--- config.mk ---
export PLATFORM = sky130hd
export DESIGN_NAME = sad_search_ctrl
export DESIGN_NICKNAME = d
export VERILOG_FILES = /design/src/rtl/sad_search_ctrl_pkg.sv /design/src/rtl/sad_search_ctrl_addr_gen.sv /design/src/rtl/sad_search_ctrl.sv
export SDC_FILE = /design/constraint.sdc
export NUM_CORES = 1
export LEC_CHECK = 0
export BUFFER_PORTS_ARGS = -buffer_cell sky130_fd_sc_hd__buf_2
export CAP_MARGIN = 40
export CORE_MARGIN = 2
export CORE_UTILIZATION = 45
export DETAILED_ROUTE_END_ITERATION = 10
export GPL_TIMING_DRIVEN = 0
export PLACE_DENSITY_LB_ADDON = 0.05
export SLEW_MARGIN = 10
export SYNTH_ARGS = -nofsm -noshare
export SYNTH_HDL_FRONTEND = slang
export SYNTH_HIERARCHICAL = 1
export SYNTH_SLANG_ARGS = --single-unit
--- constraint.sdc ---
create_clock -name clk -period 2.65 [get_ports clk]
set_input_delay 0.53 -clock clk [delete_from_list [all_inputs] [get_ports clk]]
set_output_delay 0.53 -clock clk [all_outputs]
set_load 0.02 [all_outputs]
--- src/rtl/sad_search_ctrl_pkg.sv ---
// Shared types and constants for the 2x2 SAD candidate search controller.
// FSM state encoding, pixel/SAD widths and the "no candidate yet" SAD value.
package sad_search_ctrl_pkg;

    localparam int PIX_W = 8;
    localparam int SAD_W = 10;
    localparam logic [SAD_W-1:0] SAD_INIT = 10'h3FF;

    typedef enum logic [2:0] {
        ST_IDLE  = 3'd0,
        ST_FETCH = 3'd1,
        ST_WAIT  = 3'd2,
        ST_EVAL  = 3'd3,
        ST_DONE  = 3'd4
    } state_t;

endpackage

--- src/rtl/sad_search_ctrl_addr_gen.sv ---
// Candidate scan counters: pixel index k within the quad, candidate offset (dx,dy),
// last-candidate flag and the row-major reference-window read address.
module sad_search_ctrl_addr_gen #(
    parameter int SRCH_W = 8,
    parameter int ADDR_W = 6
) (
    input  logic              clk,
    input  logic              rst_n,
    input  logic              clear_i,
    input  logic              k_inc_i,
    input  logic              adv_i,
    output logic [1:0]        k_o,
    output logic [ADDR_W-1:0] dx_o,
    output logic [ADDR_W-1:0] dy_o,
    output logic [ADDR_W-1:0] addr_o,
    output logic              last_cand_o
);

    localparam logic [ADDR_W-1:0] LAST_OFS = ADDR_W'(SRCH_W - 2);
    localparam logic [ADDR_W-1:0] ROW_LEN  = ADDR_W'(SRCH_W);

    logic [1:0]        k_q, k_d;
    logic [ADDR_W-1:0] dx_q, dx_d;
    logic [ADDR_W-1:0] dy_q, dy_d;
    logic [ADDR_W-1:0] row;

    always_ff @(posedge clk) begin
        if (!rst_n) begin
            k_q  <= '0;
            dx_q <= '0;
            dy_q <= '0;
        end else begin
            k_q  <= k_d;
            dx_q <= dx_d;
            dy_q <= dy_d;
        end
    end

    // k wraps 3 -> 0 on its own, so it is already 0 when the next candidate starts.
    always_comb begin
        k_d  = k_q;
        dx_d = dx_q;
        dy_d = dy_q;
        if (clear_i) begin
            k_d  = '0;
            dx_d = '0;
            dy_d = '0;
        end else begin
            if (k_inc_i) begin
                k_d = k_q + 2'd1;
            end
            if (adv_i) begin
                if (dx_q == LAST_OFS) begin
                    dx_d = '0;
                    dy_d = dy_q + 1'b1;
                end else begin
                    dx_d = dx_q + 1'b1;
                end
            end
        end
    end

    // k[1] selects the lower row of the quad, k[0] the right-hand column.
    assign row         = dy_q + {{(ADDR_W-1){1'b0}}, k_q[1]};
    assign addr_o      = row * ROW_LEN + dx_q + {{(ADDR_W-1){1'b0}}, k_q[0]};
    assign k_o         = k_q;
    assign dx_o        = dx_q;
    assign dy_o        = dy_q;
    assign last_cand_o = (dx_q == LAST_OFS) && (dy_q == LAST_OFS);

endmodule

--- src/rtl/sad_search_ctrl.sv ---
// Full-window 2x2 SAD motion search controller; feeds an external combinational SAD unit.
// Optional macro SAD_EARLY_EXIT_EN: stop the scan at the first candidate with SAD == 0.
module sad_search_ctrl
    import sad_search_ctrl_pkg::*;
#(
    parameter int SRCH_W = 8,
    parameter int ADDR_W = 6
) (
    input  logic              clk,
    input  logic              rst_n,
    input  logic              start,
    input  logic [PIX_W-1:0]  a00,
    input  logic [PIX_W-1:0]  a01,
    input  logic [PIX_W-1:0]  a10,
    input  logic [PIX_W-1:0]  a11,
    output logic [ADDR_W-1:0] mem_addr,
    output logic              mem_rd,
    input  logic [PIX_W-1:0]  mem_data,
    output logic [PIX_W-1:0]  oa00,
    output logic [PIX_W-1:0]  oa01,
    output logic [PIX_W-1:0]  oa10,
    output logic [PIX_W-1:0]  oa11,
    output logic [PIX_W-1:0]  ob00,
    output logic [PIX_W-1:0]  ob01,
    output logic [PIX_W-1:0]  ob10,
    output logic [PIX_W-1:0]  ob11,
    output logic              quad_vld,
    input  logic [SAD_W-1:0]  sad,
    output logic              busy,
    output logic              done,
    output logic [SAD_W-1:0]  best_sad,
    output logic [ADDR_W-1:0] best_mvx,
    output logic [ADDR_W-1:0] best_mvy,
    output state_t            dbg_state
);

    // Handshakes: start is a bare pulse honoured only in IDLE (no ready); mem_rd is a
    // fire-and-forget request whose data is valid on mem_data exactly one cycle later.
    state_t state_q, state_d;

    logic [3:0][PIX_W-1:0] oa_q;
    logic [3:0][PIX_W-1:0] ob_q;
    logic [SAD_W-1:0]      best_sad_q;
    logic [ADDR_W-1:0]     best_mvx_q, best_mvy_q;
    logic                  rd_q;
    logic [1:0]            rd_k_q;

    logic [1:0]        k;
    logic [ADDR_W-1:0] dx, dy;
    logic              last_cand;
    logic              accept;
    logic              early_exit;
    logic              ag_adv;

`ifdef SAD_EARLY_EXIT_EN
    assign early_exit = (sad == '0);
`else
    assign early_exit = 1'b0;
`endif

    assign accept = (state_q == ST_IDLE) && start;
    assign ag_adv = (state_q == ST_EVAL) && !last_cand && !early_exit;

    sad_search_ctrl_addr_gen #(
        .SRCH_W (SRCH_W),
        .ADDR_W (ADDR_W)
    ) u_addr_gen (
        .clk         (clk),
        .rst_n       (rst_n),
        .clear_i     (accept),
        .k_inc_i     (state_q == ST_FETCH),
        .adv_i       (ag_adv),
        .k_o         (k),
        .dx_o        (dx),
        .dy_o        (dy),
        .addr_o      (mem_addr),
        .last_cand_o (last_cand)
    );

    always_comb begin
        state_d = state_q;
        case (state_q)
            ST_IDLE:  if (start) state_d = ST_FETCH;
            ST_FETCH: if (k == 2'd3) state_d = ST_WAIT;
            ST_WAIT:  state_d = ST_EVAL;
            ST_EVAL:  state_d = (last_cand || early_exit) ? ST_DONE : ST_FETCH;
            ST_DONE:  state_d = ST_IDLE;
            default:  state_d = ST_IDLE;
        endcase
    end

    always_ff @(posedge clk) begin
        if (!rst_n) begin
            state_q    <= ST_IDLE;
            oa_q       <= '0;
            ob_q       <= '0;
            best_sad_q <= SAD_INIT;
            best_mvx_q <= '0;
            best_mvy_q <= '0;
            rd_q       <= 1'b0;
            rd_k_q     <= '0;
        end else begin
            state_q <= state_d;
            rd_q    <= mem_rd;
            rd_k_q  <= k;
            // Read k returns one cycle later; the last one lands during WAIT.
            if (rd_q) begin
                ob_q[rd_k_q] <= mem_data;
            end
            if (accept) begin
                oa_q       <= {a11, a10, a01, a00};
                best_sad_q <= SAD_INIT;
                best_mvx_q <= '0;
                best_mvy_q <= '0;
            end else if ((state_q == ST_EVAL) && (sad < best_sad_q)) begin
                best_sad_q <= sad;
                best_mvx_q <= dx;
                best_mvy_q <= dy;
            end
        end
    end

    assign mem_rd    = (state_q == ST_FETCH);
    assign quad_vld  = (state_q == ST_EVAL);
    assign busy      = (state_q == ST_FETCH) || (state_q == ST_WAIT) || (state_q == ST_EVAL);
    assign done      = (state_q == ST_DONE);
    assign dbg_state = state_q;

    assign oa00 = oa_q[0];
    assign oa01 = oa_q[1];
    assign oa10 = oa_q[2];
    assign oa11 = oa_q[3];
    assign ob00 = ob_q[0];
    assign ob01 = ob_q[1];
    assign ob10 = ob_q[2];
    assign ob11 = ob_q[3];

    assign best_sad = best_sad_q;
    assign best_mvx = best_mvx_q;
    assign best_mvy = best_mvy_q;

endmodule
# Word-level counts from Yosys, hierarchy flattened

Cells that the tools add are included.

$add $sub $neg: 6
Order comparisons: 3
Equality and inequality tests: 9
Multiplexer cells: 8
Reductions and logical operators: 12
Bitwise gates (word level): 1

Operators by type and width:

| cell                                                                                 | number |
|---|---|
| 32-bit bitwise mux                                                                   | 1 |
| 8-bit demux with 2-bit select                                                        | 1 |
| 6-bit by 1-bit adder with 6-bit output (second input constant)                       | 2 |
| 6-bit by 3-bit == test with 1-bit output (second input constant)                     | 2 |
| 3-bit case mux with 4 select lines                                                   | 1 |
| 10-bit < comparator                                                                  | 1 |
| 3-bit two-way mux                                                                    | 3 |
| 8-bit two-way mux                                                                    | 1 |
| 6-bit by 1-bit adder with 6-bit output                                               | 1 |
| 6-bit adder                                                                          | 1 |
| 3-bit by 2-bit == test with 1-bit output (second input constant)                     | 2 |
| 6-bit two-way mux                                                                    | 1 |
| 1-bit logical AND                                                                    | 5 |
| 2-bit AND reduction                                                                  | 2 |
| 3-bit by 1-bit adder with 3-bit output                                               | 1 |
| 3-bit by 1-bit == test with 1-bit output (second input constant)                     | 1 |
| 3-bit == test (second input constant)                                                | 1 |
| 3-bit logical NOT                                                                    | 1 |
| 2-bit by 3-bit < comparator with 1-bit output (second input constant)                | 1 |
| 2-bit by 1-bit adder with 2-bit output (second input constant)                       | 1 |
| 2-bit == test (second input constant)                                                | 1 |
| 2-bit by 1-bit greater-or-equal comparator with 1-bit output (second input constant) | 1 |
| 1-bit logical OR                                                                     | 2 |
| 2-bit by 1-bit inequality test with 1-bit output (second input constant)             | 1 |
| other kinds (4)                                                                      | 4 |

Input port bits: 53
Flip-flop bits (word level): 106
Logic and storage cells: 56
Output and inout port bits: 99

# Longest topological paths before layout

Depth in word-level cells: 5
Gate-level depth with buffers: 11
Gate-level depth less buffers: 8

# Cells and area by module

Netlist, hierarchy kept.

Modules (own cells, without submodules):

| module                   | area each (um^2) | cells each | instances |
|---|---|---|---|
| sad_search_ctrl          | 3756.1           | 407        | 1 |
| sad_search_ctrl_addr_gen | 870.8            | 94         | 1 |

# Worst setup path after synthesis

OpenSTA, ideal clock, no wires.

Path kind: register to output
From: reg u_addr_gen.dy_q[0] (netlist: u_addr_gen/dy_o[0])
To: out mem_addr[5]
Cell stages (with the launch flop): 6
Data required time: 2120 ps
Path slack: 389 ps
Data arrival time: 1731 ps
Path through: dfxtp_1 ha_1 ha_1 a41o_1 a21oi_1 xor2_1

Word-level cells in the longest chain between the ends: 3

RTL lines:

| what                                   | RTL line                       | source |
|---|---|---|
| start, declared                        | sad_search_ctrl_addr_gen.sv:24 | `logic [ADDR_W-1:0] dy_q, dy_d;` |
| start signal, assigned                 | sad_search_ctrl_addr_gen.sv:35 | `dy_q <= dy_d;` |
| 3-bit by 1-bit adder with 3-bit output | sad_search_ctrl_addr_gen.sv:64 | `assign row = dy_q + {{(ADDR_W-1){1'b0}}, k_q[1]};` |
| 6-bit adder                            | sad_search_ctrl_addr_gen.sv:65 | `assign addr_o = row * ROW_LEN + dx_q + {{(ADDR_W-1){1'b0}}, k_q[0]};` |
| 6-bit by 1-bit adder with 6-bit output | sad_search_ctrl_addr_gen.sv:65 |  |
| end, declared                          | sad_search_ctrl.sv:16          | `output logic [ADDR_W-1:0] mem_addr,` |

No other way between the ends.

# Worst setup path in the final report

Ends and elaborated chain as after synthesis.

==> flow_metrics.py <==
metrics = {
    "worst_setup_path": {
        "startpoint": "u_addr_gen/dy_o[0]",
        "reg2regPathDepth": 10,
        "crit_path_start_kind": "flop",
        "worstReg2RegStart": "u_addr_gen/dx_o[1]",
        "worst_ep_arrival_time_ns": 2.02,
        "setup.worst_path.end": "mem_addr[5]",
        "end_kind": "output pin",
        "cp_max_fo": 8,
        "r2r-end": "u_addr_gen/dx_o[1]",
        "cp.required_ns": 2.12,
        "critical_path_class": "flop to output pin",
        "r2r_slack_ns": 0.20,
    },
    "synthesis": {
        "avgSynthCellArea_sq_um": 9.235,
        "postSynthCellCount": 501,
        "synth-edff-count": 0,
        "async_flop_share": 0,
        "synth_cell_type_count": 46,
        "synth_seq_cells": 106,
        "syn_area_sq_um": 4627,
        "synth-seq-area-share": 0.4586,
        "yosysWarnings": 6,
        "synth_ff_type": "dfxtp_1",
        "syn-num-nets": 573,
    },
    "sta": {
        "worst_pin_slew_ns": 0.5899,
        "timing.final.crit_share": 0.9608,
        "slew_headroom": 0.6056,
        "rsz0062_at_grt": "false",
        "setup_tns_ns": 0,
        "finalMaxSlewViolations": 0,
        "fin_crit_ns": 2.546,
        "hold_viol": 0,
        "timing.fmax_mhz": 392.7,
        "finClkSkew_ns": 0.009406,
        "setup_viol": 0,
    },
    "final_layout": {
        "finish.instance_area_sq_um": 5766,
        "seqCellArea_sq_um": 2127,
        "fin_cells": 804,
        "area_growth_pct": 24.61,
        "drive_above_1_share": 0.3009,
        "nFillCells": 957,
        "nNetsFinal": 735,
        "multiInputGateArea_sq_um": 2277,
        "antenna_cells": 0,
    },
    "clock_network": {
        "cts_tree": "done",
        "clk_pin_slew_ns": 0.10,
        "ctsHoldBuffers": 0,
        "clock_latency_ns": 0.36,
        "cts_sinks": 106,
        "htreeDepth": 3,
        "clock-root-buffer": "clkbuf_8",
        "clockBufferDepth": 2,
        "cts_setup_buffers": 0,
        "cts_buffers": 9,
    },
    "pwr": {
        "clockPowerShare": 0.339,
        "leakage_nw": 2.734,
        "switchingPower_uw": 752.2,
        "p_seq_frac": 0.562,
        "intPower_mw": 2.188,
        "irDropWorstVdd_mv": 0.3051,
        "switching_share": 0.2558,
        "cellPowerDensity_nw_per_um2": 510.0,
        "combPwrFrac": 0.099,
    },
    "routing": {
        "via_count": 4008,
        "avgViaCountPerCell": 4.985,
        "drcViolationCount": 0,
        "wirelength_mm": 11.00,
        "drtAntennaViolNets": 0,
        "drtIter0Drc": 150,
        "wl_per_cell_microns": 13.68,
        "dr.pass1.iters": 4,
    },
    "placed_design": {
        "place_hpwl_mm": 8.138,
        "placed_cells": 788,
        "port_buffers": 151,
        "gp_congestion": 0.7867,
        "post_dp_cell_area_sq_um": 5553,
    },
    "die": {
        "core_sq_um": 10140,
        "die-area_sq_um": 11110,
        "die_h_microns": 105.4,
        "die_x_microns": 105.4,
        "io_pins": 152,
        "fp-row-count": 37,
        "start_util": 0.4564,
    },
    "job": {
        "maxCapViolations": 0,
    },
    "global_route": {
        "grt_pass1_vias": 3765,
        "grt_pass1_wl_mm": 17.86,
        "gr-total-overflow": 0,
        "grtUsageTotal": 0.1982,
        "grt_antenna_before_repair": 0,
        "grt_max_degree": 18,
    },
    "run_status": {
        "outcome": "completed",
    },
    "min_path": {
        "hp-class": "primary input to flop",
    },
}
==> state kept, by name (all words and copies together), names as in the netlist, 3 cells and up <==
name / flops
best_mvx: 6
best_mvy: 6
best_sad: 10
dbg_state: 3
oa00: 8
oa01: 8
oa10: 8
oa11: 8
ob00: 8
ob01: 8
ob10: 8
ob11: 8
u_addr_gen/dx_o: 6
u_addr_gen/dy_o: 6
==> per-stage QoR <==
step	total power [mW]	worst slack [ns]	utilization	hold slack, ns
final	2.940	0.1038	0.5687	0.3973
after global placement	1.978	0.2700	0.5477	0.4381
after detailed placement	1.983	0.2051	0.5477	0.4432
after global routing	3.069	0.002810	0.5687	0.3861
after CTS	2.977	0.007333	0.5673	0.3823
after floorplan	1.858	0.3891	-	0.4556
==> cells by family (layout without fill, tap and decap cells) <==
group	Yosys count	after routing	share of synthesized area
simple gates	191	191	0.2136
flops	106	106	0.4586
compound gates	92	92	0.1282
buf+inv	47	214	0.05192
mux	34	34	0.07355
fa+ha+maj	19	19	0.05138
xor+xnor	12	12	0.02271
==> power groups by stage <==
| stage | logic, mW | clock network, mW | registers (mW) |
|---|---|---|---|
| floorplan | 0.126 | 0 | 1.73 |
| global placement | 0.289 | 0 | 1.69 |
| detailed placement | 0.293 | 0 | 1.69 |
| CTS | 0.294 | 1.03 | 1.65 |
| global route | 0.319 | 1.09 | 1.66 |
| finish | 0.291 | 0.997 | 1.65 |
==> how the worst min path moves through the flow <==
stage	startpoint	to	slack [ns]	cells after the start
global route	a01[1]	oa01[1]	0.39	3
detailed placement	oa01[2]	oa01[2]	0.44	2
floorplan	u_addr_gen/dy_o[5]	u_addr_gen/dy_o[5]	0.46	2
finish	a01[3]	oa01[3]	0.40	3
CTS	a01[1]	oa01[1]	0.38	3
global placement	oa01[3]	oa01[3]	0.44	2
==> cells in the mapped netlist (4+ instances only) <==
master	n	area [sq um]
dfxtp_1	106	2122
nand2_1	71	266.5
nand3_1	38	190.2
nor2b_1	36	225.2
mux2i_1	34	340.3
a21boi_0	24	180.2
a21oi_1	20	100.1
ha_1	19	237.7
o21ai_1	19	95.09
inv_1	15	56.30
nor2_1	11	41.29
clkbuf_1	10	37.54
buf_2	9	45.04
a21boi_1	8	60.06
o21ai_0	7	35.03
xor2_1	7	61.31
and2_1	5	31.28
buf_6	5	56.30
xnor2_1	5	43.79
a211oi_1	4	30.03
nand2b_1	4	25.02
nand4_1	4	25.02
nor3_1	4	20.02
or3_1	4	25.02
==> layer usage <==
metal	global-route usage	share of wire
met4	0.07048	0.017
met3	0.03401	0.046
met2	0.3350	0.47
met5	0	0
met1	0.2540	0.46
==> layout by cell type, fill, tap and decap left out, types with 3 or more instances in the layout <==
master      n
a211oi_1    4
a21boi_0   24
a21boi_1    8
a21oi_1    20
and2_1      5
buf_2     159
buf_4       4
buf_6       5
clkbuf_1   11
clkbuf_2    3
clkbuf_8    9
dfxtp_1   104
ha_1       18
inv_1      15
mux2i_1    34
nand2_1    71
nand2b_1    4
nand3_1    38
nand4_1     4
nor2_1     11
nor2b_1    36
nor3_1      4
o21ai_0     7
o21ai_1    19
o31ai_1     3
or3_1       4
or4_1       3
xnor2_1     5
xor2_1      7
==> what timing repair did <==
item                                    in CTS  in global routing
resized for setup                            3                  2
gates cloned                                 0                  0
endpoints found under the setup margin       1                  1
==> worst max-delay path, cell delays in order (launching register included) <==
cell     delay (ns)
dfxtp_4        0.39
ha_1           0.31
ha_4           0.24
a41o_1         0.22
a21oi_1        0.17
xor2_1         0.18
buf_4          0.16
==> final cells by class <==
class	instances	share of cell area
Clock inverter	6	0.01128
Sequential cell	106	0.3689
Tap cell	136	0.02951
Buffer	31	0.03125
Multi-Input combinational cell	348	0.3950
Inverter	16	0.01042
Timing Repair Buffer	151	0.1315
Clock buffer	10	0.02214
(Power assumes the default switching activity.)
